`src/rtl/neurex_ctrl_pkg.sv`:
```
// Shared types and defaults for the tile compute controller: FSM state
// encoding, default parameter widths and the tile-index width helper.
package neurex_ctrl_pkg;

  localparam int DEF_DATA_WIDTH = 16;
  localparam int DEF_ADDR_WIDTH = 16;
  localparam int DEF_SYS_ROW    = 16;
  localparam int DEF_MAX_TILES  = 8;

  typedef enum logic [2:0] {
    S_IDLE,
    S_W_FILL,
    S_COMPUTE,
    S_WAIT_W,
    S_DONE
  } ctrl_state_t;

  // Width of a tile count/index able to hold 0..max_tiles.
  function automatic int calc_tw(input int max_tiles);
    return $clog2(max_tiles + 1);
  endfunction

endpackage

```
`src/rtl/accum_addr_gen.sv`:
```
// Accumulator row counter and write-address generator.
// The counter steps once per valid psum row and wraps after num_row-1.
// base is the value the job base address will hold in the following cycle,
// so addr always equals base + counter without an extra cycle of lag.
module accum_addr_gen
  import neurex_ctrl_pkg::*;
#(
  parameter int DATA_WIDTH = DEF_DATA_WIDTH,
  parameter int ADDR_WIDTH = DEF_ADDR_WIDTH
) (
  input  logic                  clk,
  input  logic                  rstn,
  input  logic                  clr,
  input  logic                  inc,
  input  logic [DATA_WIDTH-1:0] num_row,
  input  logic [ADDR_WIDTH-1:0] base,
  output logic [ADDR_WIDTH-1:0] addr
);

  logic [DATA_WIDTH-1:0] cnt_q;
  logic [DATA_WIDTH-1:0] cnt_d;

  // Next row count: clear wins, otherwise step with wrap at num_row-1.
  always_comb begin
    // NOTE: every combinational output gets a default first so no path
    // leaves it unassigned, which would otherwise infer a latch.
    cnt_d = cnt_q;
    if (clr) begin
      cnt_d = '0;
    end else if (inc) begin
      cnt_d = (cnt_q == num_row - DATA_WIDTH'(1)) ? '0 : cnt_q + DATA_WIDTH'(1);
    end
  end

  // Counter and registered address, modulo 2^ADDR_WIDTH.
  always_ff @(posedge clk) begin
    // NOTE: state updates use non-blocking assignments so every register
    // samples pre-edge values regardless of statement order.
    if (!rstn) begin
      cnt_q <= '0;
      addr  <= '0;
    end else begin
      cnt_q <= cnt_d;
      addr  <= base + ADDR_WIDTH'(cnt_d);
    end
  end

endmodule

```
`src/rtl/tile_compute_ctrl.sv`:
```
// Tile compute controller: sequences weight-tile fills (with one-tile
// prefetch into the shadow buffer), input reads and systolic passes for a
// multi-tile job, and generates accumulator write addresses.
// Optional build macro TILE_COMPUTE_CTRL_PERF_EN enables the busy-cycle
// counter on perf_cycles; without it perf_cycles is constant 0.
module tile_compute_ctrl
  import neurex_ctrl_pkg::*;
#(
  parameter int  DATA_WIDTH = DEF_DATA_WIDTH,
  parameter int  ADDR_WIDTH = DEF_ADDR_WIDTH,
  parameter int  SYS_ROW    = DEF_SYS_ROW,
  parameter int  MAX_TILES  = DEF_MAX_TILES,
  localparam int TW         = calc_tw(MAX_TILES)
) (
  input  logic                  clk,
  input  logic                  rstn,
  input  logic                  start,
  input  logic [DATA_WIDTH-1:0] num_row_in,
  input  logic [TW-1:0]         num_tile_in,
  input  logic [ADDR_WIDTH-1:0] acc_base_in,
  input  logic                  drain_done,
  input  logic                  sys_done,
  input  logic                  sys_en_out,
  output logic                  busy,
  output logic                  done,
  output logic                  fifo_in_ctrl_en,
  output logic                  fifo_out_ctrl_en,
  output logic                  mem_rd_ctrl_en,
  output logic [ADDR_WIDTH-1:0] w_offset_addr,
  output logic [ADDR_WIDTH-1:0] accum_wr_addr,
  output logic                  accum_acc,
  output logic [TW-1:0]         tile_idx,
  output logic [31:0]           perf_cycles
);

  ctrl_state_t           state_q, state_d;
  logic [DATA_WIDTH-1:0] num_row_q, num_row_d;
  logic [TW-1:0]         num_tile_q, num_tile_d;
  logic [ADDR_WIDTH-1:0] acc_base_q, acc_base_d;
  logic [TW-1:0]         tile_idx_d;
  logic                  prefetch_q, prefetch_d;
  logic                  fill_d;
  logic                  mem_rd_d;
  logic [ADDR_WIDTH-1:0] w_offset_d;
  logic                  start_ok;
  logic                  last_tile;
  logic [ADDR_WIDTH-1:0] next_fill_off;
  logic                  cnt_clr;
  logic                  cnt_inc;

  // The tile after the current one is the prefetch target.
  assign last_tile     = (tile_idx + TW'(1)) >= num_tile_q;
  assign next_fill_off = (ADDR_WIDTH'(tile_idx) + ADDR_WIDTH'(1)) * ADDR_WIDTH'(SYS_ROW);

  // Next state, job latches and next values of the pulse outputs.
  always_comb begin
    state_d    = state_q;
    num_row_d  = num_row_q;
    num_tile_d = num_tile_q;
    acc_base_d = acc_base_q;
    tile_idx_d = tile_idx;
    prefetch_d = prefetch_q;
    fill_d     = 1'b0;
    mem_rd_d   = 1'b0;
    w_offset_d = '0;
    start_ok   = 1'b0;

    case (state_q)
      S_IDLE: begin
        if (start) begin
          start_ok   = 1'b1;
          num_row_d  = num_row_in;
          num_tile_d = num_tile_in;
          acc_base_d = acc_base_in;
          tile_idx_d = '0;
          if (num_tile_in == '0 || num_row_in == '0) begin
            state_d = S_DONE;
          end else begin
            fill_d  = 1'b1;
            state_d = S_W_FILL;
          end
        end
      end
      S_W_FILL: begin
        if (drain_done) begin
          mem_rd_d = 1'b1;
          state_d  = S_COMPUTE;
          if (!last_tile) begin
            fill_d     = 1'b1;
            w_offset_d = next_fill_off;
          end
        end
      end
      S_COMPUTE: begin
        // A prefetch fill finishing mid-pass is remembered for WAIT_W.
        if (drain_done) prefetch_d = 1'b1;
        if (sys_done) begin
          if (last_tile) begin
            state_d = S_DONE;
          end else begin
            tile_idx_d = tile_idx + TW'(1);
            state_d    = S_WAIT_W;
          end
        end
      end
      S_WAIT_W: begin
        if (prefetch_q || drain_done) begin
          mem_rd_d = 1'b1;
          state_d  = S_COMPUTE;
          if (!last_tile) begin
            fill_d     = 1'b1;
            w_offset_d = next_fill_off;
          end
        end
      end
      S_DONE: begin
        state_d = S_IDLE;
      end
      default: begin
        state_d = S_IDLE;
      end
    endcase

    if (state_d == S_COMPUTE && state_q != S_COMPUTE) prefetch_d = 1'b0;
  end

  // Row counter only runs while staying in COMPUTE; it is held at 0 elsewhere.
  assign cnt_clr = (state_q != S_COMPUTE) || (state_d != S_COMPUTE);
  assign cnt_inc = sys_en_out && !cnt_clr;

  // State, job latches and registered outputs.
  always_ff @(posedge clk) begin
    if (!rstn) begin
      state_q          <= S_IDLE;
      num_row_q        <= '0;
      num_tile_q       <= '0;
      acc_base_q       <= '0;
      prefetch_q       <= 1'b0;
      tile_idx         <= '0;
      busy             <= 1'b0;
      done             <= 1'b0;
      fifo_in_ctrl_en  <= 1'b0;
      fifo_out_ctrl_en <= 1'b0;
      mem_rd_ctrl_en   <= 1'b0;
      w_offset_addr    <= '0;
      accum_acc        <= 1'b0;
    end else begin
      state_q          <= state_d;
      num_row_q        <= num_row_d;
      num_tile_q       <= num_tile_d;
      acc_base_q       <= acc_base_d;
      prefetch_q       <= prefetch_d;
      tile_idx         <= tile_idx_d;
      busy             <= (state_d != S_IDLE);
      done             <= (state_q == S_DONE);
      fifo_in_ctrl_en  <= fill_d;
      fifo_out_ctrl_en <= fill_d;
      mem_rd_ctrl_en   <= mem_rd_d;
      w_offset_addr    <= w_offset_d;
      accum_acc        <= (tile_idx_d != '0);
    end
  end

  accum_addr_gen #(
    .DATA_WIDTH(DATA_WIDTH),
    .ADDR_WIDTH(ADDR_WIDTH)
  ) u_addr_gen (
    .clk    (clk),
    .rstn   (rstn),
    .clr    (cnt_clr),
    .inc    (cnt_inc),
    .num_row(num_row_q),
    .base   (acc_base_d),
    .addr   (accum_wr_addr)
  );

`ifdef TILE_COMPUTE_CTRL_PERF_EN
  // Busy-cycle counter, restarted by each accepted job, saturating.
  always_ff @(posedge clk) begin
    if (!rstn) begin
      perf_cycles <= '0;
    end else if (start_ok) begin
      perf_cycles <= '0;
    end else if (state_q != S_IDLE && perf_cycles != '1) begin
      perf_cycles <= perf_cycles + 32'd1;
    end
  end
`else
  assign perf_cycles = '0;
`endif

endmodule

```
`config.mk`:
```
export PLATFORM = sky130hd
export DESIGN_NAME = tile_compute_ctrl
export DESIGN_NICKNAME = d
export VERILOG_FILES = /design/src/rtl/neurex_ctrl_pkg.sv /design/src/rtl/accum_addr_gen.sv /design/src/rtl/tile_compute_ctrl.sv
export SDC_FILE = /design/constraint.sdc
export NUM_CORES = 1
export LEC_CHECK = 0
export CORE_UTILIZATION = 50
export DETAILED_ROUTE_END_ITERATION = 10
export HOLD_SLACK_MARGIN = 0.15
export PLACE_DENSITY = 0.8
export SETUP_SLACK_MARGIN = 0.1
export SYNTH_ARGS = -nofsm -noshare
export SYNTH_HDL_FRONTEND = slang
export SYNTH_HIERARCHICAL = 1
export SYNTH_SLANG_ARGS = --single-unit
```
`constraint.sdc`:
```
create_clock -name clk -period 7.1 [get_ports clk]
set_input_delay 1.065 -clock clk [delete_from_list [all_inputs] [get_ports clk]]
set_output_delay 1.065 -clock clk [all_outputs]
set_load 0.05 [all_outputs]
```
==> out/results.ini <==
[clock_network]
cts_tree=built
clock-sinks=86
root_buffer=clkbuf_8
cts_max_level=3
numCtsBuffers=9
clk_latency_ns=0.37
cts_resized=0
clk_pin_slew_ns=0.08
cts_hold_buffers=0
post-cts-setup-buffers=0
clk_path_buf_depth=2

[synthesis]
synthArstFlopShare=0
ys_seq_area_frac=0.341
yosys.area.top_type=dfxtp_1
syn_area_um2=5060
synth-adder-area-share=0.0609
synth-simple-area-share=0.275
synth_top_family_by_area=simple AND/OR/NAND/NOR gates
ys.flop_type=dfxtp_1
synth_top_area_share=0.341
synth_area_leaders=dfxtp_1, nand2_1, buf_4, ha_1, xnor2_1
postSynthAreaPerCell_um2=8.05
synth_seq_cells=86
ys.warnings.count=6
synth_edf_count=0
synth_mux_area_frac=0.0151
synthXorXnorAreaFrac=0.0780
netlist_instances=628
synth_compound_area_frac=0.120
synth.distinct_cells=61

[min_path]
min_path_type=register to register

[timing]
skew_ns=0.0125
finalSetupTns_ns=0
final.min_clock_period_ns=5.62
setup_viol=0
worst_pin_slew_ns=0.775
drv_slew=0
hold_viol_final=0
rsz0062_at_grt=no
period_share=0.792
max_freq_mhz=178
slew_headroom=0.479

[job]
max_cap_viol_count=0

[setup_path]
path_class=input port to register
arrival_ns=5.87
worstSetupStartpointType=input port
worst-path-max-fanout=16
worst_ep_required_time_ns=7.35
end_kind=register

[pwr]
powerDensity_nw_per_um2=201
cellLeakagePower_nw=2.40
p_switching_uw=382
p_seq_frac=0.446
combPwrFrac=0.249
clockPowerShare=0.305
switching_share=0.325
power.internal_uw=795
irDropWorstVdd_v=0.0000988

[route]
viasPerCell=5.23
detail-route-antenna-nets=0
drt-initial-drc-count=188
first_pass_iters=7
num_vias=4308
drt-total-wl_um=10600
drc_errors=0
wl_per_cell_um=12.8

[placed_design]
port_buffers=72
gp_congestion=0.934
place.detailed.hpwl_um=7800

[final_layout]
layout_commonest_cell=nand2_1
diodes=0
synthToLayoutAreaGrowth_pct=16.1
layout_common_cells=nand2_1, dfxtp_1, clkdlybuf4s50_1
fin_nets=752
fillers=885
utilization=0.600
drive_above_1_share=0.0608
regArea_um2=1720
multi_input_area_um2=2940

[die]
fp.dieW_um=103
die_area_um2=10500
ios=116
num_rows=36
start_util=0.517
core-area_um2=9770
die_h_um=103

[global_route]
antenna_found_initial=0
grt_pass1_wl_um=17600
grt_pass1_vias=3935
grt_max_degree=55
grt_overflow=0
grt_use_total=0.213

[run_status]
status=completed

worst max-delay path: stages:
cell             delay [ns]
clkdlybuf4s50_1        0.47
nand3b_1               0.28
nor2_1                 0.39
nand3_1                0.12
a2111oi_0              0.39
nand3_1                0.14
nor4_1                 0.37
a31o_2                 0.41
nor2_1                 0.10
ha_1                   0.22
inv_1                  0.08
fa_1                   0.18
nor2b_1                0.07
o21ai_0                0.21
a21boi_0               0.16
o21ai_0                0.46
a211oi_1               0.20
o31ai_1                0.34
xor2_1                 0.17
nor2_1                 0.05
path summary, 6_finish.rpt:
path | slack [ns] | depth (start not counted) | end | from
max | 1.48 | 20 | u_addr_gen/addr[14] | sys_done
min | 0.46 | 2 | num_tile_q[3] | num_tile_q[3]
max reg2reg | 2.02 | 20 | u_addr_gen/addr[14] | num_row_q[0]
min reg2reg | 0.46 | 2 | num_tile_q[3] | num_tile_q[3]
sequential cells by signal, indices dropped and copies added, names as in the netlist:
signal	flops
num_tile_q	4
fifo_out_ctrl_en	1
u_addr_gen/cnt_q	16
accum_acc	1
prefetch_q	1
u_addr_gen/addr	16
mem_rd_ctrl_en	1
busy	1
acc_base_q	16
num_row_q	16
done	1
tile_idx	4
w_offset_addr	5
state_q	3
power by group through the flow:
stage | Sequential [mW] | Combinational [mW] | Clock, mW
2_1_floorplan | 0.560 | 0.212 | 0
3_3_place_gp | 0.535 | 0.285 | 0
3_5_place_dp | 0.536 | 0.289 | 0
4_1_cts | 0.525 | 0.292 | 0.367
5_1_grt | 0.528 | 0.320 | 0.389
6_report | 0.525 | 0.293 | 0.359
cell families (layout without fill, tap and decap cells):
logic type | after synthesis | after routing
compound gates | 89 | 89
xor+xnor | 45 | 45
fa+ha+maj | 24 | 24
buf+inv | 93 | 114
flops | 86 | 86
mux | 7 | 7
other cells | 1 | 43
simple gates | 283 | 283
metrics by stage:
stage               setup slack (ns)  hold WS, ns  instances  total power, mW  cell area, um^2
floorplan                       2.36        0.434        670            0.772             5210
global placement                1.42        0.447        808            0.819             5660
detailed placement              1.26        0.449        808            0.825             5660
CTS                             1.60        0.461        824             1.18             5870
global route                    1.06        0.486        824             1.24             5870
finish                          1.48        0.459        824             1.18             5870
per-layer routing:
layer / global-route usage / vias up / routed length [um]
met4: 0.0692 / 0 / 167
met5: 0 / - / 0
li1: - / 2140 / -
met3: 0.0475 / 20 / 541
met2: 0.369 / 144 / 5060
met1: 0.261 / 2004 / 4800
layout make-up:
cell class                 count  area share
multi-input combinational    491       0.501
sequential                    86       0.293
timing repair buffer          75       0.127
tap                          133      0.0284
clock buffer                  12      0.0264
inverter                      23      0.0147
clock inverter                 4     0.00938
synth_stat cells (3+ instances only):
cell type  number
ha_1           23
xor2_1         20
buf_6           5
or3_1           5
buf_4          44
a31oi_1         3
a21boi_0        3
nor2b_1         7
mux2i_1         5
o21ai_0        11
a211oi_1        3
nand3b_1        6
nor3b_1         4
o211ai_1        5
buf_2           4
nor2_1         45
nor4_1         10
and2_1         23
a21boi_1       22
nand4_1         4
o21a_1          4
or4_1           3
a21oi_1        18
inv_1          22
clkbuf_1       17
dfxtp_1        86
xnor2_1        25
nand2_1       109
nand2b_1        5
nand3_1        20
nor2_2         10
and3_1          6
nor3_1         15
Note: power is estimated with default switching activity, not from simulation.
==> RTL change (config.mk and constraints unchanged) <==
The output `done` loses its register stage (`done` becomes a continuous assignment).
--- a/src/rtl/tile_compute_ctrl.sv
+++ b/src/rtl/tile_compute_ctrl.sv
@@ -139,5 +139,4 @@
       tile_idx         <= '0;
       busy             <= 1'b0;
-      done             <= 1'b0;
       fifo_in_ctrl_en  <= 1'b0;
       fifo_out_ctrl_en <= 1'b0;
@@ -153,5 +152,4 @@
       tile_idx         <= tile_idx_d;
       busy             <= (state_d != S_IDLE);
-      done             <= (state_q == S_DONE);
       fifo_in_ctrl_en  <= fill_d;
       fifo_out_ctrl_en <= fill_d;
@@ -161,4 +159,6 @@
     end
   end
+
+  assign done = (state_q == S_DONE);
 
   accum_addr_gen #(
Function: changed (a bounded check fails within 4 cycles, from zero or initial values and one cycle with rstn low).
==> RTL change against the original RTL <==
Total power up 4.0%; synthesized area up 0.30%; sequential cell count down 1; final cell count up 0.24%; sequential share of layout area fell by 0.51 points; global-route usage shrank 0.054 points; setup slack gained 98 ps; largest cell class unchanged; wire length up 1.1%; clock skew rose by 1.4 ps; via count decreased by 0.65%; cell area increased by 0.58%.
==> RTL change: results <==
final_layout:
  num-multi-input-gates: 494
  seq-cell-share_pct: 28.8
  nonClkBufAreaFrac_pct: 12.6
  final_nets: 755
  nClkBuffers: 9
  drive_above_1_share_pct: 6.35
run_status:
  status: "finished clean"
placed_design:
  numPlacedInstances: 811
  pre_cts_ws_ps: 1280
  dpl.hpwl_um: 7950
hold_path:
  hp-start: "num_tile_q[2]"
  min_to: "num_tile_q[2]"
synth:
  yosys-top-cells-area: "dfxtp_1 (34%), nand2_1 (8.1%), buf_4 (7.1%), ha_1 (5.7%), xnor2_1 (4.3%)"
  synthMuxAreaShare_pct: 1.51
  ys_seq_area_share_pct: 33.6
  ys_top_cells_by_count: "nand2_1 (110), dfxtp_1 (85), buf_4 (48), nor2_1 (47), xnor2_1 (25)"
route:
  firstDrtPassIters: 5
  wire_per_inst_um: 12.9
  vias: 4280
critical_path:
  slowest_delay_ps: 490
power_and_ir_drop:
  p_seq_share_pct: 42.5
  switching_share_pct: 31.3
  p_clk_mw: 0.407
  power_leakage_nw: 2.41
sta:
  finalClockSkew_ps: 13.9
global_routing:
  grt_pass1_wl_um: 17600
  grt_use_total_pct: 21.2
cts:
  clock_sinks: 85
  clkLatencyLatePin_ps: 350
[RTL change: cell types whose count changed in the layout (fill, tap and decap cells not counted), moves of 2 or more]
cell       before  now
a21boi_1       22   20
bufinv_16       1    3
clkbuf_8       11    9
clkinv_4        2    0
nand3b_1        6    4
nor2_1         45   47
nor3_1         15   17
o21ai_0        11   13
[RTL change: through the flow]
| stage | util [%] | total power, mW |
|---|---|---|
| 6_report | 60.1 | 1.22 |
| 5_1_grt | 60.1 | 1.28 |
| 4_1_cts | 60.1 | 1.23 |
| 3_5_place_dp | 57.7 | 0.826 |
| 3_3_place_gp | 57.7 | 0.817 |
| 2_1_floorplan | - | 0.773 |
[RTL change: metal layers]
layer | global-route usage [%] | routed length, um | vias up
li1 | - | - | 2155
met5 | 0 | 0 | -
met3 | 4.41 | 474 | 14
met1 | 26.6 | 4930 | 1982
met4 | 6.37 | 136 | 0
met2 | 36.6 | 5160 | 129
